## src/rtl/mem_responder.sv

```systemverilog
// rtl/mem_responder.sv - wait-stated single-port memory responding to CPU rd/wr request levels
//
// Ports:
//   clk      - clock, all state changes on the rising edge
//   rst      - synchronous active-high reset (memory contents are preserved)
//   addr     - word address, sampled when a request is accepted
//   rd, wr   - request levels; exactly one high in IDLE starts an access
//   data_in  - write data, sampled when a write is accepted
//   data_out - read data register, updated only by completed reads
//   ready    - one-cycle pulse when an access completes
//   busy     - high while an accepted access is in WAIT or DONE
//   err      - one-cycle pulse when rd and wr are both high in IDLE
module mem_responder #(
    parameter int AWIDTH      = 5,
    parameter int DWIDTH      = 8,
    parameter int WAIT_CYCLES = 1
) (
    input  logic              clk,
    input  logic              rst,
    input  logic [AWIDTH-1:0] addr,
    input  logic              rd,
    input  logic              wr,
    input  logic [DWIDTH-1:0] data_in,
    output logic [DWIDTH-1:0] data_out,
    output logic              ready,
    output logic              busy,
    output logic              err
);

    typedef enum logic [1:0] {
        S_IDLE = 2'd0,
        S_WAIT = 2'd1,
        S_DONE = 2'd2,
        S_HOLD = 2'd3
    } state_t;

    localparam logic [3:0] WAIT_LOAD = 4'(WAIT_CYCLES);

    // Left uninitialised on purpose; contents survive reset.
    logic [DWIDTH-1:0] mem [2**AWIDTH];

    state_t            state;
    logic [3:0]        wait_cnt;
    logic [AWIDTH-1:0] addr_q;
    logic [DWIDTH-1:0] wdata_q;
    logic              is_wr_q;

    always_ff @(posedge clk) begin
        if (rst) begin
            state    <= S_IDLE;
            data_out <= '0;
            ready    <= 1'b0;
            busy     <= 1'b0;
            err      <= 1'b0;
            wait_cnt <= '0;
            addr_q   <= '0;
            wdata_q  <= '0;
            is_wr_q  <= 1'b0;
        end else begin
            ready <= 1'b0;
            err   <= 1'b0;
            case (state)
                S_IDLE: begin
                    if (rd && wr) begin
                        // Illegal request: flag it and wait for both levels to drop.
                        err   <= 1'b1;
                        state <= S_HOLD;
                    end else if (rd || wr) begin
                        addr_q   <= addr;
                        is_wr_q  <= wr;
                        wdata_q  <= data_in;
                        wait_cnt <= WAIT_LOAD;
                        busy     <= 1'b1;
                        state    <= (WAIT_LOAD == 4'd0) ? S_DONE : S_WAIT;
                    end
                end
                S_WAIT: begin
                    // Reaching DONE when the count hits zero lands on edge k+WAIT_CYCLES.
                    wait_cnt <= wait_cnt - 4'd1;
                    if (wait_cnt == 4'd1) begin
                        state <= S_DONE;
                    end
                end
                S_DONE: begin
                    if (!is_wr_q) begin
                        data_out <= mem[addr_q];
                    end
                    ready <= 1'b1;
                    busy  <= 1'b0;
                    state <= S_HOLD;
                end
                S_HOLD: begin
                    // A request level held past completion must not start a second access.
                    if (!rd && !wr) begin
                        state <= S_IDLE;
                    end
                end
                default: state <= S_IDLE;
            endcase
        end
    end

    // Write commits on the edge leaving DONE; a reset on that edge suppresses it.
    always_ff @(posedge clk) begin
        if (!rst && state == S_DONE && is_wr_q) begin
            mem[addr_q] <= wdata_q;
        end
    end

endmodule

```

## config.mk

```make
export PLATFORM = sky130hd
export DESIGN_NAME = mem_responder
export DESIGN_NICKNAME = d
export VERILOG_FILES = /design/src/rtl/mem_responder.sv
export SDC_FILE = /design/constraint.sdc
export NUM_CORES = 1
export LEC_CHECK = 0
export CORE_ASPECT_RATIO = 0.9
export CORE_UTILIZATION = 34
export CTS_CLUSTER_DIAMETER = 80
export CTS_CLUSTER_SIZE = 12
export DETAILED_ROUTE_END_ITERATION = 6
export DONT_BUFFER_PORTS = 1
export PLACE_DENSITY = 0.53
export SYNTH_ARGS = -nofsm -noshare
export SYNTH_HDL_FRONTEND = slang
export SYNTH_SLANG_ARGS = --single-unit
```

## constraint.sdc

```tcl
create_clock -name clk -period 2.7 [get_ports clk]
set_input_delay 0.54 -clock clk [delete_from_list [all_inputs] [get_ports clk]]
set_output_delay 0.54 -clock clk [all_outputs]
set_load 0.01 [all_outputs]
```

==> flow_summary.ini, run 1 <==
[sta]
fin_crit_sh_pct = 82.4
setup_tns_ps = 0
period_needed_ps = 2230
fmax_mhz = 449
tightest_slew_ps = 910
skew_ps = 8.39
slew_headroom_pct = 38.9
setup_slack_ps = 475
rsz0062_at_grt = no
slew_viol_final = 0
setup_viol = 0
hold_violations = 0

[power_and_ir_drop]
seqPwrFrac_pct = 51.8
power_frac_clock_pct = 32.8
max-vdd-ir-drop_uv = 425
p_comb_share_pct = 15.5
switching_power_uw = 2730
p_leak_uw = 0.00413
p_int_uw = 7620
powerDensity_mw_per_mm2 = 797
power_uw = 10400
swShare_pct = 26.4

[cts]
clk_pin_slew_ps = 60
cts.repair.resized = 0
htreeDepth = 1
clk_latency_ps = 530
cts_made_buffers = 27
root_buffer = clkbuf_16
cts_tree = done
cts_setup_buffers = 0
cts_num_sinks = 287
cts.path.max_buffers = 3
cts_hold_repair.buffers = 0

[min_path]
min_path_type = primary input to register

[final_layout]
n_antenna_cell = 0
layout_common_cells = edfxtp_1, buf_4, nor2_1
layout_commonest_cell = edfxtp_1
drive_above_1_share_pct = 18.4
fin_util_pct = 39.4
final_nets = 730
final_cell_count_no_fill = 1146
synthToLayoutAreaGrowth_pct = 14.2
final.fill_count = 2970

[run_status]
status = finished clean

[synth]
ys_types = 51
synthFlopType = edfxtp_1
yosysTopAreaCell = edfxtp_1
netlist_area_mm2 = 0.0114
syn-num-nets = 673
syn-instance-count = 647
synth-async-reset-ratio_pct = 0
synth_top_area_share_pct = 67.6
synth_edf_count = 256
syn_avg_cell_area_um2 = 17.6
synth-seq-cells = 287
synth_area_leaders = edfxtp_1, mux4_2, dfxtp_1, mux2i_1, mux4_1
yosysWarnings = 0
yosysSeqAreaShare_pct = 73.1

[route]
drc_errors = 0
first_pass_iters = 5
num_vias = 6030
detail-route-antenna-nets = 0
drt_iter0_markers = 624
wl_um = 26800
wl_per_cell_um = 23.4
avgViaCountPerCell = 5.26

[worst_setup_path]
critPathLaunch = addr_q[1]
cp.required_ps = 3070
crit_path_start_kind = register
crit_fanout = 34
cp-end-kind = register
cpPeakStageDelay_ps = 730
worstPathArrival_ps = 2600
r2r_cells = 5
crit_chain = buf_12 -> mux2i_1 -> o21ai_0 -> nor3_1 -> a311oi_1
timing.reg2reg.setup_slack_ps = 470
slowest_stage = dfxtp_4
worstSetupPathType = register to register
cp-endpoint = data_out[0]
rr_endpoint = data_out[0]
rr_startpoint = addr_q[1]

[global_routing]
grt_max_degree = 35
antenna_found_initial = 0
grt_use_total_pct = 15.9
grt_pass1_vias = 6354
overflow = 0
grt_pass1_wl_um = 40400

[die]
num_rows = 63
fp.dieW_um = 195
die_h_um = 176
start_util_pct = 34.5
die_area_mm2 = 0.0342
core_mm2 = 0.0329
pin_count = 28

[place]
io_buffer_count = 0
gp_congestion = 0.835
hpwl_um = 17900
dpl.cell_count = 1097
place_ws_ps = 510

[flow_run]
cap_violations = 0
==> area by class of cell <==
class                   instances  area (um2)  share of cell area (%)
flip-flops and latches        287        8320                    64.0
multi-input cells             317        2830                    21.8
clock buffers                  49         758                    5.84
repair buffers                 64         531                    4.08
well taps                     422         528                    4.07
inverters                       7        26.3                   0.202
==> per-stage QoR <==
stage                     hold WS (ps)  area [um2]
after global routing              51.5       13000
after floorplan                    453       11400
final                             71.1       13000
after global placement             456       12200
after detailed placement           480       12200
after CTS                         51.2       13000
==> worst max-delay path: cells and delay by family (launching register included) <==
family	cells	cell delay, ps
simple gates	1	520
flops	1	730
compound gates	2	290
mux	1	250
buf+inv	1	240
==> metal layers <==
| layer | track usage, % | routed length, um | share of wire [%] | vias up |
|---|---|---|---|---|
| met2 | 26.3 | 12900 | 48 | 143 |
| met3 | 2.57 | 1330 | 4.9 | 46 |
| met1 | 22.1 | 12100 | 45 | 3149 |
| li1 | - | - | - | 2692 |
| met4 | 3.61 | 533 | 2.0 | 0 |
| met5 | 0 | 0 | 0 | - |
==> flip-flops by register name, summed over array words and instances, names as in the netlist <==
register / count
is_wr_q: 1
busy: 1
ready: 1
state: 2
wdata_q: 8
wait_cnt: 4
data_out: 8
addr_q: 5
mem: 256
err: 1
==> synth_stat cells (all sizes together), types with 7 or more instances <==
| library cell | n |
|---|---|
| nand2 | 39 |
| a21oi | 20 |
| ha | 9 |
| dfxtp | 31 |
| mux4 | 44 |
| o22ai | 10 |
| edfxtp | 256 |
| buf | 25 |
| a22o | 10 |
| mux2i | 40 |
| inv | 7 |
| nor2 | 54 |
| o21ai | 18 |
| clkbuf | 11 |
| a311oi | 7 |
==> power by group through the flow <==
stage / Sequential (uW) / Combinational, uW / Clock (uW)
floorplan: 5380 / 1050 / 0
global placement: 5450 / 1540 / 0
detailed placement: 5460 / 1600 / 0
CTS: 5360 / 1610 / 3460
global route: 5380 / 1750 / 3640
finish: 5360 / 1600 / 3390
==> kinds of logic after synthesis <==
| group | after synthesis | share of synthesized area, % |
|---|---|---|
| AOI/OAI and AO/OA | 85 | 4.98 |
| and+or+nand+nor | 138 | 6.08 |
| DFF | 287 | 73.1 |
| buffers and inverters | 43 | 2.06 |
| adders and majority gates | 9 | 0.990 |
| muxes | 85 | 12.8 |
==> how the worst min path moves through the flow <==
| stage | slack, ps | endpoint | cells past startpoint | start |
|---|---|---|---|---|
| after floorplan | 450 | wait_cnt[3] | 2 | wait_cnt[3] |
| after global placement | 460 | wait_cnt[3] | 2 | wait_cnt[3] |
| after detailed placement | 480 | wait_cnt[3] | 2 | wait_cnt[3] |
| after CTS | 50 | addr_q[1] | 1 | rst |
| after global routing | 50 | addr_q[0] | 1 | rst |
| final | 70 | addr_q[0] | 1 | rst |
Power figures use the tool's default switching activity.
==> inputs of run 2 (changes only) <==
PLACE_DENSITY = 0.55   (was 0.53)
clock period = 1.9 ns   (was 2.7 ns; I/O delays follow)
==> flow_summary.ini, run 2 (same netlist as run 1, synthesis figures left out) <==
[run_status]
status = complete, but fails checks
violations = setup timing

[worst_setup_path]
worstSetupPathType = register to register
worstPathArrival_ps = 2360
rr_startpoint = addr_q[0]
slowest_stage = mux4_2
path_delay_family = multiplexers
timing.reg2reg.setup_slack_ps = -30
crit_fanout = 5
crit_path_start_kind = register
cpPeakStageDelay_ps = 540
cp-end-kind = register
crit_chain = buf_6 -> buf_6 -> mux4_2 -> a22o_4 -> nor4b_4 -> a31oi_1
r2r_cells = 6
rr_endpoint = data_out[5]
path_common_cell = buf_6
cp.required_ps = 2330
critPathBufInv = 2

[final_layout]
regMostFlops = mem
synthToLayoutAreaGrowth_pct = 24.2
biggestRegsByFlops = mem: 256 flops, data_out: 8 flops, wdata_q: 8 flops
seq_area_mm2 = 0.00832
final.fill_count = 2899
drive_above_1_share_pct = 31.8
largest_register_ffs = 256
layout_commonest_cell = edfxtp_1
fin_util_pct = 42.9
n_antenna_cell = 0
multiInputGateArea_mm2 = 0.00301
layout_common_cells = edfxtp_1, buf_4, mux4_2
final_nets = 817
fin_area_mm2 = 0.0141

[global_routing]
overflow = 0
antenna_found_initial = 0
grt_max_degree = 34
grt_pass1_vias = 6616
grt_use_total_pct = 16.8
grt_pass1_wl_um = 42500

[cts]
htreeDepth = 1
cts_tree = done
cts_num_sinks = 287
cts.path.max_buffers = 3
clk_pin_slew_ps = 70
root_buffer = clkbuf_16
clk_latency_ps = 560
cts_made_buffers = 27

[route]
num_vias = 6498
routed-wl-met2_um = 13700
wl_per_cell_um = 23.3
drt_iter0_markers = 464
wl_met3_um = 1830
drc_errors = 0
avgViaCountPerCell = 5.27
wl_met1_um = 12500
first_pass_iters = 5
detail-route-antenna-nets = 0
routed.top_layer = met4
wl_um = 28800

[place]
io_buffer_count = 0
hpwl_um = 18700
place_area_mm2 = 0.0128
gp_congestion = 0.904

[power_and_ir_drop]
powerDensity_mw_per_mm2 = 1100
p_leak_uw = 0.00464
max-vdd-ir-drop_uv = 702

[sta]
hold_ws_ps = 114
rsz0062_at_grt = yes
slew_headroom_pct = 50.2
setup_slack_ps = -27.7
skew_ps = 29.6
setup_viol = 5
tightest_slew_ps = 746
slew_viol_final = 0
fmax_mhz = 519
hold_violations = 0
fin_crit_sh_pct = 101
setup_tns_ps = -42.7
period_needed_ps = 1930

[die]
num_rows = 63
pin_count = 28
core_mm2 = 0.0329
die_area_mm2 = 0.0342
start_util_pct = 34.5
fp.dieW_um = 195
die_h_um = 176

[min_path]
hold_depth = 2
holdPathEnd = data_out[6]
min_path_type = primary input to register
min_from = rst

[flow_run]
cap_violations = 0
run 2: area by class of cell:
| cell class | instances | share of cell area, % |
|---|---|---|
| timing repair buffer | 151 | 10.4 |
| tap | 422 | 3.74 |
| sequential | 287 | 58.9 |
| inverter | 7 | 0.186 |
| clock inverter | 1 | 0.0620 |
| clock buffer | 49 | 5.37 |
| multi-input combinational | 317 | 21.3 |
run 2: per-layer routing:
metal	GRT usage (%)	vias to the layer above
met5	0	-
met4	4.46	0
met2	27.5	236
li1	-	2857
met3	3.28	53
met1	23.0	3352
run 2: metrics by stage:
| step | setup WS (ps) | power, uW | instances |
|---|---|---|---|
| 2_1_floorplan | -137 | 9150 | 647 |
| 3_3_place_gp | -325 | 10300 | 1152 |
| 3_5_place_dp | -305 | 10400 | 1152 |
| 4_1_cts | -109 | 15500 | 1229 |
| 5_1_grt | -88.2 | 16100 | 1234 |
| 6_report | -27.7 | 15600 | 1234 |
run 2: worst max-delay path by stage:
stage / start / end / depth (start not counted)
2_1_floorplan: addr_q[3] / mem[11][0] / 4
3_3_place_gp: addr_q[0] / data_out[0] / 6
3_5_place_dp: addr_q[0] / data_out[0] / 6
4_1_cts: addr_q[0] / data_out[5] / 6
5_1_grt: addr_q[0] / data_out[0] / 7
6_report: addr_q[0] / data_out[5] / 6
run 2: repair_timing:
item / in CTS / in global routing
setup buffers: 12 / 5
gates cloned: 0 / 1
pin swaps: 10 / 13
hold buffers: 15 / 0
endpoints found under the hold margin: 31 / 0
resized for setup: 29 / 56
setup endpoints to repair: 88 / 179
run 2: worst register-to-register path: stages (launching register included):
cell	delay, ps
dfxtp_4	430
buf_6	130
buf_6	90
mux4_2	540
a22o_4	270
nor4b_4	240
a31oi_1	120
run 2: power breakdown:
group	switching, uW	internal, uW	leakage, uW
logic	1710	1420	0.00166
registers	262	7270	0.00261
clock network	2230	2670	0.000363
total	4200	11400	0.00464
